==> config.mk <==
export PLATFORM = sky130hd
export DESIGN_NAME = seq_div_ctrl
export DESIGN_NICKNAME = d
export VERILOG_FILES = /design/src/rtl/seq_div_ctrl.sv
export SDC_FILE = /design/constraint.sdc
export NUM_CORES = 1
export LEC_CHECK = 0
export ABC_AREA = 1
export BUFFER_PORTS_ARGS = -buffer_cell sky130_fd_sc_hd__buf_2
export CORE_MARGIN = 2
export CORE_UTILIZATION = 58
export CTS_BUF_LIST = sky130_fd_sc_hd__clkbuf_4
export DETAILED_ROUTE_END_ITERATION = 12
export GPL_ROUTABILITY_DRIVEN = 0
export GPL_TIMING_DRIVEN = 0
export PLACE_DENSITY_LB_ADDON = 0.3
export SLEW_MARGIN = 10
export SYNTH_ARGS = -nofsm -noshare
export SYNTH_HDL_FRONTEND = slang
export SYNTH_SLANG_ARGS = --single-unit
==> constraint.sdc <==
create_clock -name clk -period 14.53 [get_ports clk]
set_input_delay 2.906 -clock clk [delete_from_list [all_inputs] [get_ports clk]]
set_output_delay 2.906 -clock clk [all_outputs]
set_load 0.1 [all_outputs]
==> src/rtl/seq_div_ctrl.sv <==
// Multi-cycle unsigned divider: radix-2 restoring, one quotient bit per clock,
// with start/busy/done handshake, divide-by-zero result and held outputs.
module seq_div_ctrl #(
    parameter int unsigned WIDTH = 32,
    parameter int unsigned CNT_W = 6
) (
    input  logic             clk,
    input  logic             rst,
    input  logic             start,
    input  logic [WIDTH-1:0] dividend,
    input  logic [WIDTH-1:0] divisor,
    output logic             busy,
    output logic             done,
    output logic [WIDTH-1:0] quotient,
    output logic [WIDTH-1:0] remainder,
    output logic             div_by_zero
);

    typedef enum logic [1:0] {IDLE, RUN, DONE} state_t;

    state_t           state_q, state_d;
    logic [CNT_W-1:0] cnt_q, cnt_d;
    logic [WIDTH-1:0] r_q, r_d;
    logic [WIDTH-1:0] q_q, q_d;
    logic [WIDTH-1:0] d_q, d_d;
    logic [WIDTH-1:0] quotient_d, remainder_d;
    logic             busy_d, done_d, dbz_d;
    logic [WIDTH:0]   trial, dext;
    logic             ge;
    logic             accept;

    // Next-state, iteration datapath and output-register next values.
    always_comb begin
        state_d     = state_q;
        cnt_d       = cnt_q;
        r_d         = r_q;
        q_d         = q_q;
        d_d         = d_q;
        quotient_d  = quotient;
        remainder_d = remainder;
        dbz_d       = div_by_zero;
        accept      = 1'b0;
        trial       = {r_q, q_q[WIDTH-1]};
        dext        = {1'b0, d_q};
        ge          = (trial >= dext);

        case (state_q)
            IDLE: accept = start;
            RUN: begin
                r_d   = ge ? WIDTH'(trial - dext) : WIDTH'(trial);
                q_d   = {q_q[WIDTH-2:0], ge};
                cnt_d = cnt_q + CNT_W'(1);
                if (cnt_q == CNT_W'(WIDTH - 1)) begin
                    state_d     = DONE;
                    quotient_d  = q_d;
                    remainder_d = r_d;
                    dbz_d       = 1'b0;
                end
            end
            DONE: begin
                state_d = IDLE;
                accept  = start;
            end
            default: state_d = IDLE;
        endcase

        // Acceptance is shared by IDLE and DONE so back-to-back issue has no bubble.
        if (accept) begin
            if (divisor != '0) begin
                d_d     = divisor;
                r_d     = '0;
                q_d     = dividend;
                cnt_d   = '0;
                state_d = RUN;
            end else begin
                state_d     = DONE;
                quotient_d  = '1;
                remainder_d = dividend;
                dbz_d       = 1'b1;
            end
        end

        busy_d = (state_d == RUN);
        done_d = (state_d == DONE);
    end

    always_ff @(posedge clk or posedge rst) begin
        if (rst) begin
            state_q     <= IDLE;
            cnt_q       <= '0;
            r_q         <= '0;
            q_q         <= '0;
            d_q         <= '0;
            busy        <= 1'b0;
            done        <= 1'b0;
            quotient    <= '0;
            remainder   <= '0;
            div_by_zero <= 1'b0;
        end else begin
            state_q     <= state_d;
            cnt_q       <= cnt_d;
            r_q         <= r_d;
            q_q         <= q_d;
            d_q         <= d_d;
            busy        <= busy_d;
            done        <= done_d;
            quotient    <= quotient_d;
            remainder   <= remainder_d;
            div_by_zero <= dbz_d;
        end
    end

endmodule

==> results by group <==
Synth
  • Top cells by area, synth: dfrtp_1, nand2_1, inv_1
  • Register area share after synthesis: 40.63%
  • Avg Cell Area, Syn: 7.022 um^2
  • Warnings, synthesis: 0
  • Netlist cell types: 38
  • Most numerous cell in the Yosys netlist: nand2_1
  • Leading area contributor after synthesis: dfrtp_1
  • Share of Yosys cell area claimed by the top area cell type: 40.63%
  • Post-synthesis register bit count: 171
  • Post-Synthesis Cells: 1,500
  • Async S/R FF share, synth: 100.0%
  • Synth Flop Type: dfrtp_1
  • Synth Cell Area: 10,530 um^2
  • Synth top cells by count: nand2_1, inv_1, dfrtp_1
  • Number of flops mapped to enable cells by yosys: 0
  • Synth Net Count: 1,601

Floorplan
  • Die ar.: 19,250 um^2
  • Row count: 49
  • Chip height: 138.8 um
  • Initial Util: 58.83%
  • I/O pin cnt: 134
  • Die W: 138.8 um
  • Core area: 17,900 um^2

Timing
  • Minimum clock period: 4.411 ns
  • Fmax: 0.2267 GHz
  • Fin crit share: 30.36%
  • Max_slew headroom: 44.39%
  • Clk_skew: 0.01609 ns
  • Final setup TNS: 0 ns
  • RSZ-0062 raised after global routing: false
  • Final Hold Viols: 0
  • Setup violators final: 0
  • Max-slew violation count: 0
  • Worst slew pin tran: 0.8341 ns

Setup path
  • Crit path DAT: 4.89 ns
  • Type of origin of the critical path: primary input
  • Number of buffer and inverter stages on the critical path: 3
  • Crit. End Element: register
  • CP peak stage delay: 0.42 ns
  • Worst path slowest cell: nor4_1
  • Reg2reg end: remainder[28]
  • FF-to-FF path depth: 14
  • CP delay by family, top: simple AND/OR/NAND/NOR gates
  • Setup CP Type: in2reg
  • Reg2reg start: q_q[31]
  • CP required: 15.01 ns
  • FF-to-FF setup slack: 11.94 ns
  • CP Cell Sequence: buf_2, nor4_1, nand3b_1, nor2_4, nor2_2, buf_6, clkbuf_1, nand2_1, o21ai_0
  • CP Max Fanout: 10

Detailed routing
  • Final WL: 29,490 um
  • DRT iter0 DRCs: 837
  • Post-DRT Antenna Nets: 0
  • DRC viols: 0
  • Post-DR wirelength/cell: 15.55 um
  • Via-to-Cell Ratio: 5.361
  • DR pass1 iterations: 6
  • Via count: 10,170

CTS
  • Clk slew on worst S/H paths: 0.16 ns
  • TritonCTS clock tree: built
  • # hold bufs at CTS: 0
  • Clk_lat worst skew: 0.61 ns
  • Resize count post-CTS: 0
  • Htree depth: 4
  • Max clock buf depth: 2
  • Post-CTS setup buffers: 0
  • Root buf cell: clkbuf_4
  • Clock Sinks: 171
  • CTS Buf Count: 17

Global routing
  • Initial antenna violation count: 1
  • First-pass GRT wire length: 47,870 um
  • Global Route Usage Sum: 31.01%
  • Number of global-route vias before repair: 9,631
  • GRT overflow: 0
  • Pin count of the biggest net entering global routing: 111

Outcome
  • Status: complete, no violations

Job
  • Max_cap viols: 0

Hold path
  • Min-delay src: quotient[27]
  • Hold path depth: 1
  • Hold Path Sink: quotient[27]
  • Worst min-delay path class: reg2reg

Cells and area
  • Area delta synth->final: 12.37%
  • Fillcell total: 1,579
  • Register area: 4279 um^2
  • Non-filler cells, final: 1,896
  • Fraction of layout cells with a size suffix above 1: 13.75%
  • Multi-input logic area: 4980 um^2
  • Nets@finish: 1,754

Placement
  • IO buf count: 133
  • Dpl cells: 1,863
  • Hpwl dp: 22,760 um
==> placed cells by master (no fill, tap or decap), types with 26 or more instances in the layout <==
| master | count |
|---|---|
| a21oi_1 | 30 |
| a31oi_1 | 27 |
| buf_2 | 149 |
| clkbuf_1 | 31 |
| dfrtp_1 | 171 |
| ha_1 | 33 |
| inv_1 | 258 |
| nand2_1 | 424 |
| nand3_1 | 153 |
| nor2_1 | 148 |
| o21ai_0 | 59 |
| o22a_1 | 26 |
==> registers in the layout, summed over array words and instances (netlist names) <==
name	count
div_by_zero	1
r_q	32
q_q	32
d_q	32
busy	1
state_q	2
done	1
cnt_q	6
remainder	32
quotient	32
==> per-stage QoR <==
stage / worst slack, ns / util [%] / cell area (um^2) / hold slack (ns)
after floorplan: 6.992 / - / 10530 / 0.4459
after global placement: 5.106 / 64.15 / 11480 / 0.4820
after detailed placement: 9.507 / 64.35 / 11520 / 0.4865
after CTS: 10.14 / 66.10 / 11830 / 0.5241
after global routing: 10.02 / 66.11 / 11840 / 0.5475
final: 10.12 / 66.11 / 11840 / 0.5180
==> layout make-up <==
type,count,share of cell area [%]
antenna,1,0.02114
clock buffer,18,1.142
clock inverter,14,1.501
timing repair buffer,134,5.857
inverter,267,8.532
buffer,56,2.294
multi-input combinational,1006,42.08
sequential,171,36.16
tap,229,2.421
==> how the worst max path moves through the flow <==
stage,from,cells after the start,end
3_3_place_gp,rst,2,d_q[25]
2_1_floorplan,rst,1,busy
6_report,divisor[29],9,d_q[2]
5_1_grt,divisor[29],11,remainder[9]
4_1_cts,remainder[13],1,remainder[13]
3_5_place_dp,divisor[29],9,d_q[4]
==> cell families (layout without fill, tap and decap cells) <==
family                     after synthesis  in the layout  synth area share [%]
buffers and inverters                  323            489                 12.09
other                                    0              1                     0
xor gates and xnor gates                18             18                 1.497
DFF                                    171            171                 40.63
and+or+nand+nor                        807            807                 33.29
AOI/OAI and AO/OA                      147            147                 8.387
adders and majority gates               34             34                 4.110
==> metal layers <==
metal | vias to the layer above | global-route usage (%) | wire length (um)
li1 | 4994 | - | -
met5 | - | 0 | 0
met2 | 435 | 50.16 | 13670
met1 | 4686 | 43.93 | 12830
met3 | 50 | 4.800 | 2353
met4 | 0 | 8.666 | 631
Power is left out: the tool's default activity adds up to more than one toggle a clock period on the data nets, which glitch-free logic cannot reach.
